[src/rtl/exp4_unidade_controle.sv]
// exp4_unidade_controle: Moore control unit for one round of the Experiment 4
// memory-matching game. It clears the datapath, waits for a player move,
// registers the keys, checks the comparator and advances the address. The
// round ends on a full 16-entry match, a mismatch or a move timeout.
//
// Ports:
//   clock               system clock, rising edge
//   reset               asynchronous, active-low
//   iniciar             start a round (honoured in INICIAL and the FIM states)
//   jogada              player move level; only its rising edge matters
//   chavesIgualMemoria  comparator equality from the datapath
//   fimC                counter terminal count from the datapath
//   zeraC, zeraR        datapath counter / key register clear
//   contaC              counter increment enable
//   registraR           key register load enable
//   pronto              round finished
//   acertou/errou/timeout  mutually exclusive result flags
//   db_estado           current state code
module exp4_unidade_controle #(
  parameter int unsigned TIMEOUT = 5000
) (
  input  logic       clock,
  input  logic       reset,
  input  logic       iniciar,
  input  logic       jogada,
  input  logic       chavesIgualMemoria,
  input  logic       fimC,
  output logic       zeraC,
  output logic       contaC,
  output logic       zeraR,
  output logic       registraR,
  output logic       pronto,
  output logic       acertou,
  output logic       errou,
  output logic       timeout,
  output logic [3:0] db_estado
);

  localparam int unsigned TW = (TIMEOUT > 1) ? $clog2(TIMEOUT) : 1;

  typedef enum logic [3:0] {
    INICIAL     = 4'b0000,
    PREPARA     = 4'b0001,
    ESPERA      = 4'b0010,
    REGISTRA    = 4'b0100,
    COMPARA     = 4'b0101,
    PROXIMO     = 4'b0110,
    FIM_TIMEOUT = 4'b1101,
    FIM_ERRO    = 4'b1110,
    FIM_ACERTO  = 4'b1111
  } estado_t;

  estado_t         estado;
  estado_t         prox;
  logic            jogada_d;
  logic [TW-1:0]   timer;
  logic [TW-1:0]   timer_prox;
  logic            jog_edge;
  logic            expirou;

  // A held jogada yields a single edge since jogada_d follows it every cycle.
  assign jog_edge = jogada & ~jogada_d;
  assign expirou  = (timer == TW'(TIMEOUT - 1));

  // Next-state logic; a move edge wins over a same-cycle timer expiry.
  always_comb begin
    prox = INICIAL;
    case (estado)
      INICIAL:  prox = iniciar ? PREPARA : INICIAL;
      PREPARA:  prox = ESPERA;
      ESPERA: begin
        if (jog_edge)     prox = REGISTRA;
        else if (expirou) prox = FIM_TIMEOUT;
        else              prox = ESPERA;
      end
      REGISTRA: prox = COMPARA;
      COMPARA: begin
        if (!chavesIgualMemoria) prox = FIM_ERRO;
        else if (fimC)           prox = FIM_ACERTO;
        else                     prox = PROXIMO;
      end
      PROXIMO:  prox = ESPERA;
      FIM_ACERTO, FIM_ERRO, FIM_TIMEOUT:
        prox = iniciar ? PREPARA : estado;
      default:  prox = INICIAL;
    endcase
  end

  // Timer only counts while remaining in ESPERA; it never reaches TIMEOUT.
  always_comb begin
    timer_prox = '0;
    if (estado == ESPERA && prox == ESPERA) timer_prox = timer + TW'(1);
  end

  // State, edge register, timer and outputs. Outputs are decoded from the
  // next state so the registered flags line up with the state register.
  always_ff @(posedge clock or negedge reset) begin
    if (!reset) begin
      estado    <= INICIAL;
      jogada_d  <= 1'b0;
      timer     <= '0;
      zeraC     <= 1'b0;
      zeraR     <= 1'b0;
      contaC    <= 1'b0;
      registraR <= 1'b0;
      pronto    <= 1'b0;
      acertou   <= 1'b0;
      errou     <= 1'b0;
      timeout   <= 1'b0;
    end else begin
      estado    <= prox;
      jogada_d  <= jogada;
      timer     <= timer_prox;
      zeraC     <= (prox == PREPARA);
      zeraR     <= (prox == PREPARA);
      contaC    <= (prox == PROXIMO);
      registraR <= (prox == REGISTRA);
      pronto    <= (prox == FIM_ACERTO) || (prox == FIM_ERRO) ||
                   (prox == FIM_TIMEOUT);
      acertou   <= (prox == FIM_ACERTO);
      errou     <= (prox == FIM_ERRO);
      timeout   <= (prox == FIM_TIMEOUT);
    end
  end

  assign db_estado = estado;

endmodule

[config.mk]
export PLATFORM = sky130hd
export DESIGN_NAME = exp4_unidade_controle
export DESIGN_NICKNAME = d
export VERILOG_FILES = /design/src/rtl/exp4_unidade_controle.sv
export SDC_FILE = /design/constraint.sdc
export NUM_CORES = 1
export LEC_CHECK = 0
export CORE_MARGIN = 2
export CORE_UTILIZATION = 56
export CTS_CLUSTER_DIAMETER = 100
export DETAILED_ROUTE_END_ITERATION = 10
export GPL_TIMING_DRIVEN = 0
export HOLD_SLACK_MARGIN = 0.05
export PLACE_DENSITY = 0.86
export SKIP_LAST_GASP = 1
export SLEW_MARGIN = 10
export SYNTH_ARGS = -nofsm -noshare
export SYNTH_HDL_FRONTEND = slang
export SYNTH_SLANG_ARGS = --single-unit
[constraint.sdc]
create_clock -name clock -period 4.4 [get_ports clock]
set_clock_uncertainty 0.2 [all_clocks]
set_input_delay 0.88 -clock clock [delete_from_list [all_inputs] [get_ports clock]]
set_output_delay 0.88 -clock clock [all_outputs]
set_load 0.1 [all_outputs]
==> impl_metrics.env, run 1 <==
export IMPL_outcome="finished clean"
export IMPL_synthCells=112
export IMPL_syn_area_mm2=0.001167
export IMPL_synth_common_cells="dfrtp_1 (25), nor2_1 (17), xnor2_1 (10)"
export IMPL_antenna_found_initial=0
export IMPL_wl_per_cell_um=14.72
export IMPL_synth_ff_type="dfrtp_1"
export IMPL_power_density_mw_per_mm2=570.6
export IMPL_muxShareOfSynthArea_pct=1.822
export IMPL_synthXorXnorAreaFrac_pct=8.253
export IMPL_place_congestion=0.8087
export IMPL_synth_edf_count=0
export IMPL_crit_chain="clkdlybuf4s50_1"
export IMPL_fmax_mhz=316.7
export IMPL_crit_family="buffers and inverters"
export IMPL_drt_first_pass_iters=4
export IMPL_tns_ps=0
export IMPL_setup_viol=0
export IMPL_slowest_stage="clkdlybuf4s50_1"
export IMPL_yosys_top_cells_area="dfrtp_1 (54%), xnor2_1 (7.5%), nor2_1 (5.5%)"
export IMPL_cts_root_buf="clkbuf_4"
export IMPL_die_x_um=49.66
export IMPL_power_frac_seq_pct=37.4
export IMPL_rows=16
export IMPL_ys_warn_count=0
export IMPL_async_reset_ff_share_pct=100.0
export IMPL_drive_above_1_share_pct=7.519
export IMPL_grt_util_all_layers_pct=22.73
export IMPL_min_path_type="in -> async"
export IMPL_crit_start="db_estado[1]$_DFF_PN0_"
export IMPL_finalNonFillerCells=160
export IMPL_maxSlewViolCount=0
export IMPL_worstRegToRegCells=5
export IMPL_fill_cells=169
export IMPL_portBuffers=17
export IMPL_fin_nets=141
export IMPL_cts_clk_slew_worst_paths_ps=130
export IMPL_cp_required_ps=3320
export IMPL_drv_cap=0
export IMPL_switching_share_pct=49.71
export IMPL_floorplan_initialDensity_pct=59.50
export IMPL_wl_mm=2.355
export IMPL_rsz0062_at_grt="false"
export IMPL_clock_path_buffers=2
export IMPL_grt_pass1_wl_mm=4.202
export IMPL_dp_slack_ps=1418
export IMPL_pwr_share_comb_pct=49.5
export IMPL_seq_area_um2=625.6
export IMPL_finalHoldViolCount=0
export IMPL_yosys_cell_types_count=36
export IMPL_grt_max_degree=26
export IMPL_cts_setup_buffers=0
export IMPL_syn_num_nets=119
export IMPL_via_count=904
export IMPL_r2r_end="zeraR$_DFF_PN0_"
export IMPL_ys_seq_area_share_pct=53.59
export IMPL_overflow=0
export IMPL_critPathKind="reg -> out"
export IMPL_multi_input_area_um2=500.5
export IMPL_drc=0
export IMPL_fin_crit_sh_pct=71.76
export IMPL_pwr_share_clk_pct=13.1
export IMPL_synth_compound_area_share_pct=7.395
export IMPL_synth_simple_area_share_pct=24.33
export IMPL_h_tree_depth=1
export IMPL_reg2reg_slack_ps=2060
export IMPL_place_hpwl_mm=1.727
export IMPL_synth_most_common_cell="dfrtp_1"
export IMPL_viasPerCell=5.650
export IMPL_placedCellCount=156
export IMPL_cts_resized=0
export IMPL_area_growth_pct=19.29
export IMPL_path_buf_inv=1
export IMPL_drt_iter0_markers=21
export IMPL_syn_area_per_cell_um2=10.42
export IMPL_tightest_slew_ps=996.8
export IMPL_synthAdderAreaFrac_pct=1.072
export IMPL_cp_depth=1
export IMPL_insertedDiodeCount=0
export IMPL_ys_ff_latch=25
export IMPL_cp_arrival_ps=2080
export IMPL_numClockSinks=25
export IMPL_vdd_ir_drop_max_mv=0.5234
export IMPL_pin_count=18
export IMPL_die_y_um=49.66
export IMPL_setup_ws_ps=1242
export IMPL_cts_tree="yes"
export IMPL_grt_pass1_vias=961
export IMPL_max_slew_margin_pct=33.34
export IMPL_clock_latency_ps=320
export IMPL_yosys_area_top_type="dfrtp_1"
export IMPL_holdWs_ps=312.3
export IMPL_min_period_ps=3158
export IMPL_p_int_mw=0.3996
export IMPL_leakagePower_nw=0.5962
export IMPL_p_switching_mw=0.3950
export IMPL_worst_setup_path_start_kind="flip-flop"
export IMPL_slowest_delay_ps=1220
export IMPL_dieArea_mm2=0.002466
export IMPL_yosysTopAreaCellShare_pct=53.59
export IMPL_ant_nets=0
export IMPL_fp_coreArea_mm2=0.001962
export IMPL_reg2reg_from="db_estado[3]$_DFF_PN0_"
export IMPL_synth_top_family_by_area="simple AND/OR/NAND/NOR gates"
export IMPL_worst_path_max_fanout=9
export IMPL_cts_made_buffers=3
export IMPL_holdBufCountCts=0
export IMPL_cp_end_kind="output pin"
==> cells by family after synthesis <==
logic type / Yosys count
compound gates: 10
xor+xnor: 11
fa+ha+maj: 1
buf+inv: 10
flops: 25
mux: 2
simple gates: 53
==> cells in the final DEF (no fill, tap or decap), types with 4 or more instances in the layout <==
| cell | synthesis | layout |
|---|---|---|
| dfrtp_1 | 25 | 25 |
| clkdlybuf4s50_1 | 0 | 16 |
| nor4_1 | 4 | 4 |
| nor2_1 | 17 | 17 |
| nor3_1 | 5 | 5 |
| inv_1 | 7 | 7 |
| xnor2_1 | 10 | 10 |
| nand2_1 | 7 | 7 |
==> power by group through the flow <==
stage	Combinational [mW]	Sequential, mW	Clock [mW]
6_report	0.393	0.297	0.104
3_3_place_gp	0.383	0.296	0
2_1_floorplan	0.139	0.454	0
4_1_cts	0.395	0.296	0.105
3_5_place_dp	0.393	0.300	0
5_1_grt	0.414	0.302	0.112
==> stage by stage <==
step                      util [%]  area (um2)  power [mW]
after floorplan                  -        1167      0.5923
after global placement       69.90        1371      0.6792
after detailed placement     69.90        1371      0.6931
after CTS                    71.24        1398      0.7963
after global routing         70.98        1393      0.8279
final                        70.98        1393      0.7946
==> how the worst max path moves through the flow <==
stage                                  to  slack [ps]
after global placement    zeraR$_DFF_PN0_        1550
after floorplan           zeraR$_DFF_PN0_        1790
after CTS                    db_estado[1]        1260
after detailed placement  zeraR$_DFF_PN0_        1420
final                        db_estado[1]        1240
after global routing         db_estado[1]        1220
==> cell type report <==
class / count / share of cell area (%)
Multi-Input combinational cell: 77 / 35.94
Inverter: 8 / 2.156
Sequential cell: 25 / 44.92
Clock buffer: 4 / 1.887
Buffer: 2 / 0.8086
Timing Repair Buffer: 17 / 11.86
Tap cell: 27 / 2.426
==> flip-flops by register name (all words and copies together), names as in the netlist <==
name       cells
acertou        1
contaC         1
db_estado      4
errou          1
jogada_d       1
pronto         1
registraR      1
timeout        1
timer         13
zeraR          1
==> routing by layer <==
layer	up-vias	share of wire [%]	track usage (%)
met5	-	0	0
met4	0	2.6	11.57
met3	7	3.9	4.545
met2	23	48	37.33
met1	444	45	28.40
li1	430	-	-
(Power assumes the default switching activity.)
==> inputs of run 2 (changes only) <==
--- a/config.mk
+++ b/config.mk
@@ -6,12 +6,12 @@
 export NUM_CORES = 1
 export LEC_CHECK = 0
 export CORE_MARGIN = 2
-export CORE_UTILIZATION = 56
+export CORE_UTILIZATION = 47
 export CTS_CLUSTER_DIAMETER = 100
 export DETAILED_ROUTE_END_ITERATION = 10
 export GPL_TIMING_DRIVEN = 0
 export HOLD_SLACK_MARGIN = 0.05
-export PLACE_DENSITY = 0.86
+export PLACE_DENSITY = 0.77
 export SKIP_LAST_GASP = 1
 export SLEW_MARGIN = 10
 export SYNTH_ARGS = -nofsm -noshare
==> constraint.sdc (replaced) <==
create_clock -name clock -period 2.5 [get_ports clock]
set_clock_uncertainty 0.2 [all_clocks]
set_input_delay 0.5 -clock clock [delete_from_list [all_inputs] [get_ports clock]]
set_output_delay 0.5 -clock clock [all_outputs]
set_load 0.1 [all_outputs]
==> impl_metrics.env, run 2 (synthesis gave the netlist of run 1 again) <==
export IMPL_outcome="finished clean"
export IMPL_grt_pass1_wl_mm=3.594
export IMPL_place_congestion=0.7734
export IMPL_vdd_ir_drop_max_mv=1.051
export IMPL_tns_ps=0
export IMPL_min_to="timer[0]$_DFF_PN0_"
export IMPL_pin_count=18
export IMPL_tightest_slew_ps=1075
export IMPL_crit_family="buffers and inverters"
export IMPL_cts_root_buf="clkbuf_4"
export IMPL_crit_chain="dlygate4sd2_1"
export IMPL_path_buf_inv=1
export IMPL_cts_clk_slew_worst_paths_ps=140
export IMPL_drive_above_1_share_pct=9.774
export IMPL_cp_end_kind="output pin"
export IMPL_cts_made_buffers=3
export IMPL_grt_pass1_vias=837
export IMPL_fmax_mhz=413.8
export IMPL_layout_common_cells="dfrtp_1 (23), nor2_1 (17), xnor2_1 (10), dlygate4sd2_1 (8)"
export IMPL_area_growth_pct=21.11
export IMPL_floorplan_initialDensity_pct=48.44
export IMPL_drv_cap=0
export IMPL_power_density_mw_per_mm2=955.2
export IMPL_drc=0
export IMPL_clock_latency_ps=310
export IMPL_leakagePower_nw=0.6968
export IMPL_portBuffers=17
export IMPL_wl_per_cell_um=13.10
export IMPL_worstRegToRegCells=6
export IMPL_dieArea_mm2=0.002898
export IMPL_insertedDiodeCount=0
export IMPL_die_x_um=53.84
export IMPL_fin_nets=141
export IMPL_wl_mm=2.136
export IMPL_grt_max_degree=26
export IMPL_reg2reg_from="db_estado[3]$_DFF_PN0_"
export IMPL_fp_coreArea_mm2=0.002410
export IMPL_cp_required_ps=1800
export IMPL_max_flop_register="timer"
export IMPL_drt_first_pass_iters=4
export IMPL_max_slew_margin_pct=28.11
export IMPL_reg2reg_slack_ps=120
export IMPL_cp_arrival_ps=1720
export IMPL_h_tree_depth=1
export IMPL_antenna_found_initial=0
export IMPL_finalHoldViolCount=0
export IMPL_slowest_delay_ps=900
export IMPL_overflow=0
export IMPL_critPathKind="reg -> out"
export IMPL_drt_iter0_markers=17
export IMPL_largest_reg_flops=13
export IMPL_fin_crit_sh_pct=96.66
export IMPL_dp_slack_ps=-53.19
export IMPL_final_common_cell="dfrtp_1"
export IMPL_worst_path_max_fanout=8
export IMPL_hold_path_depth=1
export IMPL_min_period_ps=2417
export IMPL_via_count=887
export IMPL_numClockSinks=25
export IMPL_rsz0062_at_grt="true"
export IMPL_worst_setup_path_start_kind="flip-flop"
export IMPL_maxSlewViolCount=0
export IMPL_cp_depth=1
export IMPL_rows=18
export IMPL_cts_tree="yes"
export IMPL_setup_viol=0
export IMPL_min_path_type="reg -> reg"
export IMPL_place_hpwl_mm=1.593
export IMPL_grt_util_all_layers_pct=17.16
export IMPL_clock_path_buffers=2
export IMPL_setup_ws_ps=83.41
export IMPL_slowest_stage="dlygate4sd2_1"
export IMPL_hold_path_startpoint="timer[0]$_DFF_PN0_"
export IMPL_viasPerCell=5.442
export IMPL_ant_nets=0
export IMPL_r2r_end="errou$_DFF_PN0_"
export IMPL_die_y_um=53.84
run 2: per-stage QoR:
stage          utilization, %  hold slack (ps)  area [um2]  power (mW)  instances
2_1_floorplan               -            4.409        1170       1.044        112
3_3_place_gp            57.17            278.6        1378       1.199        159
3_5_place_dp            57.17            285.1        1378       1.211        159
4_1_cts                 58.00            303.7        1398       1.363        163
5_1_grt                 58.67            332.5        1414       1.426        163
6_report                58.67            300.7        1414       1.351        163
run 2: timing repair:
action | CTS | global route
gates resized for setup | 8 | 5
hold buffers | 0 | 0
buffers inserted | 0 | 0
setup endpoints to repair | 8 | 12
gates cloned | 0 | 0
run 2: layout make-up:
class	instances	area, um2
fill	196	996.0
inverter	8	30.03
multi-input combinational	77	506.7
clock inverter	1	7.507
clock buffer	3	22.52
sequential	25	628.1
buffer	2	11.26
timing repair buffer	17	170.2
tap	30	37.54
run 2: per-layer routing:
| metal | vias up | GRT usage (%) | share of wire (%) |
|---|---|---|---|
| li1 | 435 | - | - |
| met1 | 437 | 21.53 | 46 |
| met2 | 13 | 28.25 | 50 |
| met3 | 2 | 3.611 | 3.2 |
| met4 | 0 | 7.692 | 0.75 |
| met5 | - | 0 | 0 |
run 2: where the power goes:
part / switching (mW) / internal, mW / total, mW
combinational: 0.494 / 0.159 / 0.653
sequential: 0.0625 / 0.456 / 0.518
clock: 0.118 / 0.0609 / 0.179
run 2: worst max path at each step:
stage / start / endpoint / slack (ps)
CTS: timeout$_DFF_PN0_ / timeout / 7
floorplan: db_estado[2]$_DFF_PN0_ / zeraR$_DFF_PN0_ / 5
global route: db_estado[3]$_DFF_PN0_ / timer[7]$_DFF_PN0_ / -10
finish: db_estado[2]$_DFF_PN0_ / db_estado[2] / 80
detailed placement: iniciar / zeraR$_DFF_PN0_ / -50
global placement: iniciar / zeraR$_DFF_PN0_ / -3
==> inputs of run 3 (changes only) <==
--- a/config.mk
+++ b/config.mk
@@ -5,6 +5,7 @@
 export SDC_FILE = /design/constraint.sdc
 export NUM_CORES = 1
 export LEC_CHECK = 0
+export CORE_ASPECT_RATIO = 0.6
 export CORE_MARGIN = 2
 export CORE_UTILIZATION = 47
 export CTS_CLUSTER_DIAMETER = 100
@@ -17,3 +18,4 @@
 export SYNTH_ARGS = -nofsm -noshare
 export SYNTH_HDL_FRONTEND = slang
 export SYNTH_SLANG_ARGS = --single-unit
+export TNS_END_PERCENT = 1
==> impl_metrics.env, run 3 (synthesis gave the netlist of run 1 again) <==
export IMPL_finalPower_mw=1.424
export IMPL_reg2reg_from="db_estado[3]$_DFF_PN0_"
export IMPL_hold_path_startpoint="timer[0]$_DFF_PN0_"
export IMPL_reg2reg_slack_ps=70
export IMPL_area_growth_pct=22.08
export IMPL_rows=13
export IMPL_grt_util_all_layers_pct=17.62
export IMPL_portBuffers=17
export IMPL_cp_required_ps=1800
export IMPL_setup_viol=2
export IMPL_slowest_delay_ps=1160
export IMPL_power_frac_seq_pct=36.5
export IMPL_cts_clk_slew_worst_paths_ps=80
export IMPL_maxSlewViolCount=0
export IMPL_multi_input_area_um2=500.5
export IMPL_path_buf_inv=1
export IMPL_floorplan_initialDensity_pct=51.63
export IMPL_die_x_um=68.34
export IMPL_critPathKind="reg -> out"
export IMPL_seq_area_um2=628.1
export IMPL_max_flop_register="timer"
export IMPL_fp_coreArea_mm2=0.002261
export IMPL_drv_cap=0
export IMPL_layout_common_cells="dfrtp_1 (23), nor2_1 (17), clkdlybuf4s50_1 (15), xnor2_1 (10)"
export IMPL_rsz0062_at_grt="true"
export IMPL_ant_nets=0
export IMPL_cp_arrival_ps=1890
export IMPL_place_hpwl_mm=1.581
export IMPL_drt_iter0_markers=32
export IMPL_pwr_share_clk_pct=16.0
export IMPL_fill_cells=166
export IMPL_drive_above_1_share_pct=9.023
export IMPL_h_tree_depth=1
export IMPL_drt_first_pass_iters=4
export IMPL_wl_mm=2.097
export IMPL_cts_tree="yes"
export IMPL_die_y_um=42.61
export IMPL_insertedDiodeCount=0
export IMPL_antenna_found_initial=0
export IMPL_max_slew_margin_pct=30.79
export IMPL_pwr_share_comb_pct=47.5
export IMPL_worst_setup_path_start_kind="flip-flop"
export IMPL_clock_path_buffers=2
export IMPL_grt_max_degree=26
export IMPL_fin_crit_sh_pct=103.5
export IMPL_p_int_mw=0.7487
export IMPL_setup_ws_ps=-88.33
export IMPL_fmax_mhz=386.3
export IMPL_utilization_pct=63.03
export IMPL_pin_count=18
export IMPL_power_density_mw_per_mm2=999.3
export IMPL_place_congestion=0.8388
export IMPL_r2r_end="zeraR$_DFF_PN0_"
export IMPL_via_count=865
export IMPL_violations="negative setup slack"
export IMPL_worstRegToRegCells=5
export IMPL_cts_setup_buffers=0
export IMPL_min_period_ps=2588
export IMPL_grt_pass1_wl_mm=3.726
export IMPL_worst_path_max_fanout=9
export IMPL_tightest_slew_ps=1035
export IMPL_hold_path_depth=1
export IMPL_numClockSinks=25
export IMPL_cp_end_kind="output pin"
export IMPL_dieArea_mm2=0.002912
export IMPL_switching_share_pct=47.43
export IMPL_fin_nets=141
export IMPL_grt_pass1_vias=802
export IMPL_slowest_stage="clkdlybuf4s50_1"
export IMPL_drc=0
export IMPL_min_path_type="reg -> reg"
export IMPL_wl_per_cell_um=12.87
export IMPL_design_area_mm2=0.001425
export IMPL_clock_latency_ps=270
export IMPL_largest_reg_flops=13
export IMPL_overflow=0
export IMPL_leakagePower_nw=0.6210
export IMPL_tns_ps=-116.9
export IMPL_cts_root_buf="clkbuf_8"
export IMPL_placed_area_mm2=0.001378
export IMPL_p_switching_mw=0.6754
export IMPL_min_to="timer[0]$_DFF_PN0_"
export IMPL_viasPerCell=5.307
export IMPL_crit_family="buffers and inverters"
export IMPL_cts_made_buffers=3
export IMPL_vdd_ir_drop_max_mv=0.6451
export IMPL_crit_chain="clkdlybuf4s50_1"
export IMPL_finalHoldViolCount=0
export IMPL_holdBufCountCts=0
export IMPL_final_common_cell="dfrtp_1"
export IMPL_outcome="finished, violations left"
-- run 3: worst max path at each step --
stage                                start              end  slack, ps  cells past startpoint
global placement                   iniciar  zeraR$_DFF_PN0_        -90                      5
floorplan           db_estado[2]$_DFF_PN0_  zeraR$_DFF_PN0_          5                      4
global route        db_estado[1]$_DFF_PN0_     db_estado[1]       -130                      1
finish              db_estado[1]$_DFF_PN0_     db_estado[1]        -90                      1
CTS                 db_estado[0]$_DFF_PN0_     db_estado[0]       -110                      1
detailed placement                 iniciar  zeraR$_DFF_PN0_       -110                      5
-- run 3: layer usage --
layer | GRT usage (%) | share of wire, %
met5 | 0 | 0
met4 | 4.400 | 0.67
met3 | 6.452 | 8.1
met2 | 24.66 | 41
met1 | 25.69 | 50
-- run 3: per-stage QoR --
stage	cells	hold WS, ps	setup slack (ps)
floorplan	112	4.409	5.220
global placement	159	274.3	-91.00
detailed placement	159	283.8	-106.4
CTS	163	293.8	-114.1
global route	163	319.0	-131.8
finish	163	294.8	-88.33
-- run 3: final cells by class --
type	count	share of cell area (%)
buffer	2	0.7902
clock buffer	3	2.897
clock inverter	1	0.3512
inverter	8	2.107
multi-input combinational	77	35.12
sequential	25	44.07
tap	30	2.634
timing repair buffer	17	12.03
-- run 3: timing repair --
item / in CTS / in global routing
setup endpoints to repair: 4 / 19
gates resized for setup: 1 / 1
gates cloned: 0 / 0
hold endpoints to repair: 0 / 0
-- run 3: power by group through the flow --
| stage | clock [mW] | combinational [mW] | sequential (mW) |
|---|---|---|---|
| final | 0.228 | 0.676 | 0.520 |
| after global routing | 0.262 | 0.720 | 0.530 |
| after CTS | 0.234 | 0.679 | 0.520 |
| after detailed placement | 0 | 0.682 | 0.528 |
| after global placement | 0 | 0.681 | 0.523 |
| after floorplan | 0 | 0.243 | 0.801 |
